===== config.mk =====
export PLATFORM = sky130hd
export DESIGN_NAME = flipdot_frame_rx
export DESIGN_NICKNAME = d
export VERILOG_FILES = /design/src/rtl/flipdot_frame_rx.sv
export SDC_FILE = /design/constraint.sdc
export NUM_CORES = 1
export LEC_CHECK = 0
export ABC_AREA = 1
export CORE_ASPECT_RATIO = 0.7
export CORE_MARGIN = 4
export CORE_UTILIZATION = 35
export DETAILED_ROUTE_END_ITERATION = 7
export HOLD_SLACK_MARGIN = 0.06
export SYNTH_ARGS = -nofsm -noshare
export SYNTH_HDL_FRONTEND = slang
export SYNTH_SLANG_ARGS = --single-unit

===== constraint.sdc =====
create_clock -name iCLK -period 1.91 [get_ports iCLK]
set_input_delay 0.191 -clock iCLK [delete_from_list [all_inputs] [get_ports iCLK]]
set_output_delay 0.191 -clock iCLK [all_outputs]
set_load 0.01 [all_outputs]

===== src/rtl/flipdot_frame_rx.sv =====
// Purpose: 8N1 UART receiver and frame parser that turns one 28x7 flip-dot image into column writes.
// Latency: a column write, done or error pulse appears one cycle after the stop-bit sample of its byte.
// Backpressure: none; the serial line cannot be stalled, so every output is a one-cycle strobe.
module flipdot_frame_rx #(
   parameter int          CLKS_PER_BIT = 1302,
   parameter logic [7:0]  PANEL_ADDR   = 8'h00
) (
   input  logic       iCLK,
   input  logic       iRST_N,
   input  logic       iRXD,
   output logic       oCOL_WE,
   output logic [4:0] oCOL_ADDR,
   output logic [6:0] oCOL_DATA,
   output logic       oFRAME_DONE,
   output logic       oREFRESH,
   output logic       oFRAME_ERR,
   output logic       oBUSY
);

   localparam int            CW        = $clog2(CLKS_PER_BIT + 1);
   localparam logic [CW-1:0] BIT_LAST  = CW'(CLKS_PER_BIT - 1);
   localparam logic [CW-1:0] HALF_LAST = CW'(CLKS_PER_BIT / 2 - 1);

   typedef enum logic [2:0] {U_IDLE, U_START, U_DATA, U_STOP, U_WAIT_HIGH} ustate_t;
   typedef enum logic [2:0] {P_HUNT, P_CMD, P_ADDR, P_DATA, P_END} pstate_t;

   ustate_t       ustate;
   pstate_t       pstate;
   logic          rxd_s1, rxd_s2, rxd_d;
   logic [CW-1:0] baud_cnt;
   logic [2:0]    bit_cnt;
   logic [7:0]    shift_dat;
   logic          stop_tick, byte_vld, byte_ferr;
   logic          match, cmd_refresh;
   logic [4:0]    col_cnt;

   // Synchronizer resets to the idle level so reset release never looks like a start edge.
   always_ff @(posedge iCLK or negedge iRST_N) begin
      if (!iRST_N) begin
         rxd_s1 <= 1'b1;
         rxd_s2 <= 1'b1;
         rxd_d  <= 1'b1;
      end else begin
         rxd_s1 <= iRXD;
         rxd_s2 <= rxd_s1;
         rxd_d  <= rxd_s2;
      end
   end

   always_ff @(posedge iCLK or negedge iRST_N) begin
      if (!iRST_N) begin
         ustate    <= U_IDLE;
         baud_cnt  <= '0;
         bit_cnt   <= '0;
         shift_dat <= '0;
      end else begin
         case (ustate)
            U_IDLE: begin
               baud_cnt <= '0;
               if (rxd_d && !rxd_s2) ustate <= U_START;
            end
            U_START: begin
               if (baud_cnt == HALF_LAST) begin
                  baud_cnt <= '0;
                  bit_cnt  <= '0;
                  ustate   <= rxd_s2 ? U_IDLE : U_DATA;
               end else begin
                  baud_cnt <= baud_cnt + 1'b1;
               end
            end
            U_DATA: begin
               if (baud_cnt == BIT_LAST) begin
                  baud_cnt  <= '0;
                  shift_dat <= {rxd_s2, shift_dat[7:1]};
                  bit_cnt   <= bit_cnt + 1'b1;
                  if (bit_cnt == 3'd7) ustate <= U_STOP;
               end else begin
                  baud_cnt <= baud_cnt + 1'b1;
               end
            end
            U_STOP: begin
               if (baud_cnt == BIT_LAST) begin
                  baud_cnt <= '0;
                  ustate   <= rxd_s2 ? U_IDLE : U_WAIT_HIGH;
               end else begin
                  baud_cnt <= baud_cnt + 1'b1;
               end
            end
            U_WAIT_HIGH: begin
               if (rxd_s2) ustate <= U_IDLE;
            end
            default: ustate <= U_IDLE;
         endcase
      end
   end

   // Parser consumes the byte on the stop-sample edge itself to save a cycle of latency.
   assign stop_tick = (ustate == U_STOP) && (baud_cnt == BIT_LAST);
   assign byte_vld  = stop_tick && rxd_s2;
   assign byte_ferr = stop_tick && !rxd_s2;

   always_ff @(posedge iCLK or negedge iRST_N) begin
      if (!iRST_N) begin
         pstate      <= P_HUNT;
         match       <= 1'b0;
         cmd_refresh <= 1'b0;
         col_cnt     <= '0;
         oCOL_WE     <= 1'b0;
         oCOL_ADDR   <= '0;
         oCOL_DATA   <= '0;
         oFRAME_DONE <= 1'b0;
         oREFRESH    <= 1'b0;
         oFRAME_ERR  <= 1'b0;
      end else begin
         oCOL_WE     <= 1'b0;
         oFRAME_DONE <= 1'b0;
         oREFRESH    <= 1'b0;
         oFRAME_ERR  <= 1'b0;
         if (byte_ferr) begin
            oFRAME_ERR <= 1'b1;
            pstate     <= P_HUNT;
         end else if (byte_vld) begin
            case (pstate)
               P_HUNT: begin
                  if (shift_dat == 8'h80) pstate <= P_CMD;
               end
               P_CMD: begin
                  if (shift_dat == 8'h83 || shift_dat == 8'h84) begin
                     cmd_refresh <= (shift_dat == 8'h83);
                     pstate      <= P_ADDR;
                  end else if (shift_dat != 8'h80) begin
                     oFRAME_ERR <= 1'b1;
                     pstate     <= P_HUNT;
                  end
               end
               P_ADDR: begin
                  match   <= (shift_dat == PANEL_ADDR) || (shift_dat == 8'hFF);
                  col_cnt <= '0;
                  pstate  <= P_DATA;
               end
               P_DATA: begin
                  if (!shift_dat[7]) begin
                     if (match) begin
                        oCOL_WE   <= 1'b1;
                        oCOL_ADDR <= col_cnt;
                        oCOL_DATA <= shift_dat[6:0];
                     end
                     col_cnt <= col_cnt + 5'd1;
                     if (col_cnt == 5'd27) pstate <= P_END;
                  end else begin
                     oFRAME_ERR <= 1'b1;
                     pstate     <= (shift_dat == 8'h80) ? P_CMD : P_HUNT;
                  end
               end
               P_END: begin
                  if (shift_dat == 8'h8F) begin
                     if (match) begin
                        oFRAME_DONE <= 1'b1;
                        oREFRESH    <= cmd_refresh;
                     end
                  end else begin
                     oFRAME_ERR <= 1'b1;
                  end
                  pstate <= P_HUNT;
               end
               default: pstate <= P_HUNT;
            endcase
         end
      end
   end

   assign oBUSY = (pstate != P_HUNT);

endmodule

# Word-level counts from Yosys, hierarchy flattened
# Index checks and enable logic that the tools add are counted.
[word_totals] wordCells=121 regBits=54 output_inout_bits=17 inputBits=3
[classes] n_reduce_logical=24 n_bitwise=2 muxes=47 eq_ne=28 n_addsub=3
[ops] cell="$mux W3" count=16
[ops] cell="$eq A8 B8 Y1 const B" count=5
[ops] cell="$pmux W11 S3" count=1
[ops] cell="$mux W11" count=2
[ops] cell="$mux W1" count=21
[ops] cell="$pmux W3 S5" count=1
[ops] cell="$ne A2 B2 Y1 const B" count=7
[ops] cell="$eq A3 B2 Y1 const B" count=4
[ops] cell="$pmux W3 S4" count=1
[ops] cell="$reduce_and A4 Y1" count=3
[ops] cell="$add A11 B1 Y11 const B" count=1
[ops] cell="$eq A11 B10 Y1 const B" count=1
[ops] cell="$eq A11 B11 Y1 const B" count=1
[ops] cell="$pmux W5 S2" count=1
[ops] cell="$eq A3 B3 Y1 const B" count=3
[ops] cell="$logic_not A8 Y1" count=1
[ops] cell="$ne A4 B4 Y1 const B" count=2
[ops] cell="$ne A8 B8 Y1 const B" count=1
[ops] cell="$eq A3 B1 Y1 const B" count=2
[ops] cell="$logic_not A3 Y1" count=2
[ops] cell="$pmux W3 S2" count=1
[ops] cell="$reduce_and A3 Y1" count=2
[ops] cell="$reduce_and A6 Y1" count=1
[ops] cell="$reduce_bool A2 Y1" count=3
[ops] cell="15 further kinds" count=21

# Depth between registers and ports, before layout
[logic_depth] word_depth=6 ltp_mapped=12 mapped_depth_nobuf=12

# Worst setup path before layout
# No wires, ideal clock.
[synth_path] path_type="reg2reg" start="register baud_cnt[1]" end="register oCOL_ADDR[0]" setup_slack_ns=0.234 setup_ns=0.117 required_ns=1.793 stages_incl_launch_ff=11 arrival_time_ns=1.559 synth_period_minus_slack_ns=1.676 path_buffers=1 cell_sequence="dfrtp_1 inv_1 ha_1 nand4_1 nor3_4 nand2_4 nor2_8 nand3_4 buf_6 nand2_1 nand2_1"
[synth_via] elab_chain_cells=5 word_cells_on_any_way=6 classes_between="1 x eq/ne; 1 x bitwise; 4 x reduce/logical"
[synth_lines] item="start: declaration" line_no="30" text="logic [CW-1:0] baud_cnt;"
[synth_lines] item="start signal: assignment" line_no="68" text="baud_cnt <= baud_cnt + 1'b1;"
[synth_lines] item="start signal: assignment" line_no="78" text="baud_cnt <= baud_cnt + 1'b1;"
[synth_lines] item="start signal: assignment" line_no="86" text="baud_cnt <= baud_cnt + 1'b1;"
[synth_lines] item="$eq A11 B11 Y1 *" line_no="98" text="assign stop_tick = (ustate == U_STOP) && (baud_cnt == BIT_LAST);"
[synth_lines] item="$logic_and A1 B1 Y1 *" line_no="98"
[synth_lines] item="$logic_and A1 B1 Y1" line_no="100" text="assign byte_ferr = stop_tick && !rxd_s2;"
[synth_lines] item="$not A1 Y1 (no source line)"
[synth_lines] item="$reduce_and A5 Y1 (no source line) *"
[synth_lines] item="end signal: assignment" line_no="145" text="oCOL_ADDR <= col_cnt;"
[synth_lines] item="end: declaration" line_no="12" text="output logic [4:0] oCOL_ADDR,"
# Mark *: on every way between the ends. The rest lies on a longest branch, timed or not.
# A chain may end at the register's enable or synchronous reset.

# Worst setup path in the final report
[layout_path] start="register baud_cnt[1]" end="register oREFRESH"
[layout_via] elab_chain_cells=5 word_cells_on_any_way=6 classes_between="1 x eq/ne; 2 x mux; 3 x reduce/logical"
[layout_lines] item="$eq A11 B11 Y1 *" line_no="98"
[layout_lines] item="$logic_and A1 B1 Y1 *" line_no="98"
[layout_lines] item="$logic_and A1 B1 Y1" line_no="99" text="assign byte_vld = stop_tick && rxd_s2;"
[layout_lines] item="$mux W1" line_no="122" text="end else if (byte_vld) begin"
[layout_lines] item="$mux W1 *" line_no="119" text="if (byte_ferr) begin"
[layout_lines] item="end signal: assignment" line_no="159" text="oREFRESH <= cmd_refresh;"
[layout_lines] item="end: declaration" line_no="15" text="output logic oREFRESH,"
# Marked as above.

==> impl_metrics.yaml <==
logic_synthesis:
  syn-cell-area_sq_um: 2890
  syn_nets: 386
  yosys_warnings: 0
  synth_edf_count: 0
  synth_ff_type: "dfrtp_1"
  synthCells: 377
  yosysSeqAreaShare_pct: 46.9
  ys_types: 28
  ys_ff_latch: 54
  avgSynthCellArea_sq_um: 7.67
  async_flop_share_pct: 100
die:
  ios: 20
  fp.dieW_um: 117
  start_util_pct: 36.4
  num_rows: 27
  core_sq_um: 7940
  fp.dieArea_sq_um: 9800
  dieHeight_um: 84.0
power:
  pwr_density_cell_nw_per_um2: 844
  share_comb_of_total_power_pct: 22.6
  vdd_drop_max_v: 0.000340
  power.switching_uw: 897
  p_leak_uw: 0.00174
  p_int_uw: 2070
  clkPwrFrac_pct: 34.5
  p_seq_share_pct: 42.8
  p_sw_share_pct: 30.2
timing:
  finalCritPeriodShare_pct: 94.4
  rsz0062_at_grt: "yes"
  tightest_slew_ns: 0.424
  slew_headroom_pct: 71.5
  final.setup.tns_ns: 0
  min_period_ns: 1.80
  skew_ns: 0.00619
  holdWs_ns: 0.301
  fmaxAchievable_mhz: 555
  final-setup-viol-count: 0
  drv_slew: 0
  final_hold_viol_count: 0
setup_path:
  worstPathMaxFanout: 6
  cp_num_buf_inv: 2
  reg2reg_from: "baud_cnt[1]"
  reg2reg_to: "oREFRESH"
  path_cells: "inv_1, ha_2, nand4_1, nor3_4, nand2_4, nor2_8, buf_12, nand2_1, nor3_1"
  cp-start-kind: "flip-flop"
  r2r_setup_slack_ns: 0.11
  worstSetupPathType: "flip-flop to flip-flop"
  worstSetupEndpointType: "flip-flop"
  cp_top_family: "simple AND/OR/NAND/NOR gates"
  slowest_stage: "dfrtp_1"
  worst_ep_required_time_ns: 2.11
  crit_arrival_ns: 2.01
  max_stage_delay_ns: 0.40
  r2r_cells: 9
global_routing:
  grt_use_total_pct: 14.8
  overflow: 0
  grt_pass1_vias: 2460
  grt_max_degree: 31
  antenna_found_initial: 0
  grt_pass1_wl_um: 11800
cts:
  clk_latency_ns: 0.29
  clk_transition_reported_paths_ns: 0.07
  cts_tree: "built"
  cts_sinks: 54
  cts-htree-levels: 2
  cts_buffers: 5
  clk_path_buf_depth: 2
  cts-root-buf: "clkbuf_16"
min_path:
  hp-class: "primary input to flip-flop"
  min_from: "iRXD"
  whs_endpoint: "rxd_s1"
  whs_path_depth: 1
finish:
  n_fill_cell: 764
  antenna_cells: 0
  syn2layout_area_growth_pct: 21.8
  drive_above_1_share_pct: 10.8
  final_util_pct: 44.3
  nNetsFinal: 423
detailed_routing:
  drt-vias-per-instance: 4.90
  drt-pass1-iter-count: 5
  wl_um: 6640
  wire_per_inst_um: 12.9
  ant_nets: 0
  drc: 0
  initialDrtViolationCount: 185
  vias: 2528
placed_design:
  gp_congestion: 0.867
  port_buffers: 19
  dpl.hpwl_um: 4950
job:
  maxCapViolCount: 0
run_status:
  status: "complete, no violations"
-- area by class of cell --
| cell class | count | area, sq um | area share, % |
|---|---|---|---|
| multi-input cells | 273 | 1360 | 38.7 |
| flip-flops and latches | 54 | 1360 | 38.5 |
| repair buffers | 36 | 344 | 9.77 |
| inverters | 44 | 169 | 4.80 |
| clock buffers | 7 | 133 | 3.77 |
| well taps | 101 | 126 | 3.59 |
| clock inverters | 1 | 30.0 | 0.853 |
-- sequential cells by signal, indices dropped and copies added (netlist names) --
| register | count |
|---|---|
| rxd_s2 | 1 |
| col_cnt | 5 |
| oCOL_WE | 1 |
| cmd_refresh | 1 |
| rxd_d | 1 |
| match | 1 |
| oFRAME_DONE | 1 |
| oCOL_ADDR | 5 |
| bit_cnt | 3 |
| pstate | 3 |
| oREFRESH | 1 |
| baud_cnt | 11 |
| shift_dat | 8 |
| ustate | 3 |
| oCOL_DATA | 7 |
| rxd_s1 | 1 |
| oFRAME_ERR | 1 |
-- cell usage in the layout (no fill, tap or decap) --
cell / Yosys / layout
nand2_1: 115 / 111
dfrtp_1: 51 / 51
nor2_1: 46 / 44
inv_1: 43 / 41
nand3_1: 29 / 29
nand4_1: 20 / 20
o21ai_0: 19 / 18
clkdlybuf4s50_1: 0 / 18
buf_4: 0 / 13
xor2_1: 8 / 8
a21oi_1: 7 / 7
nor3_1: 6 / 5
nand2_2: 1 / 5
ha_1: 6 / 5
clkbuf_16: 0 / 5
nor2_2: 1 / 3
dfstp_2: 3 / 3
nand3_4: 1 / 2
o21ai_1: 1 / 2
a31oi_1: 2 / 2
or2_2: 2 / 2
o31ai_1: 2 / 2
o22ai_1: 2 / 2
clkbuf_1: 1 / 2
buf_12: 0 / 2
nor3_2: 0 / 1
nor3_4: 1 / 1
nand2_4: 1 / 1
nor2_8: 1 / 1
clkinvlp_4: 0 / 1
clkinv_1: 1 / 1
inv_2: 0 / 1
xnor2_1: 1 / 1
ha_2: 0 / 1
bufinv_16: 0 / 1
dlygate4sd3_1: 0 / 1
buf_2: 4 / 1
buf_6: 2 / 1
-- cell usage after synthesis, drive strengths merged, types with 3 or more instances --
cell	count	share of area, %
nand2	117	16
dfrtp	51	44
nor2	48	6.9
inv	43	5.6
nand3	30	5.6
nand4	20	4.3
o21ai	20	3.5
xor2	8	2.4
a21oi	7	1.2
nor3	7	1.6
buf	6	1.5
ha	6	2.6
dfstp	3	2.7
-- kinds of logic after synthesis --
family | share of synthesized area [%]
AOI/OAI and AO/OA | 6.06
xor gates and xnor gates | 2.73
adders and majority gates | 2.60
buffers and inverters | 7.32
DFF | 46.9
and+or+nand+nor | 34.4
-- power by group through the flow --
stage	registers [uW]	clock network [uW]	logic, uW
finish	1270	1030	673
floorplan	1270	0	424
detailed placement	1290	0	629
global route	1280	1100	778
CTS	1270	1050	636
global placement	1290	0	623
-- what timing repair did --
item	CTS	global route
hold buffers	1	0
cloned	0	1
gates resized for setup	1	12
buffers inserted	0	2
setup endpoints to repair	1	21
pin swaps	0	3
endpoints found under the hold margin	10	0
-- worst max path at each step --
| stage | startpoint | endpoint | slack, ns | cells past startpoint |
|---|---|---|---|---|
| after detailed placement | baud_cnt[1] | col_cnt[2] | -0.009 | 11 |
| after floorplan | baud_cnt[1] | oCOL_ADDR[0] | 0.23 | 10 |
| after global placement | baud_cnt[1] | col_cnt[2] | 0.07 | 11 |
| after global routing | pstate[0] | col_cnt[2] | -0.006 | 8 |
| final | baud_cnt[1] | oREFRESH | 0.11 | 9 |
| after CTS | baud_cnt[1] | col_cnt[2] | 0.03 | 11 |
-- metal layers --
layer | wire length, um | global-route usage, %
met5 | 0 | 0
met4 | 55 | 3.54
met3 | 232 | 2.61
met2 | 2660 | 20.4
met1 | 3690 | 23.6
-- through the flow --
step	cell area [sq um]	cells	setup slack (ns)	total power, uW
CTS	3450	513	0.0294	2960
global route	3520	516	-0.00620	3150
detailed placement	3270	504	-0.00938	1920
global placement	3270	504	0.0715	1910
floorplan	2890	377	0.234	1690
finish	3520	516	0.108	2970
No activity file was read; power rests on OpenSTA's default activity.
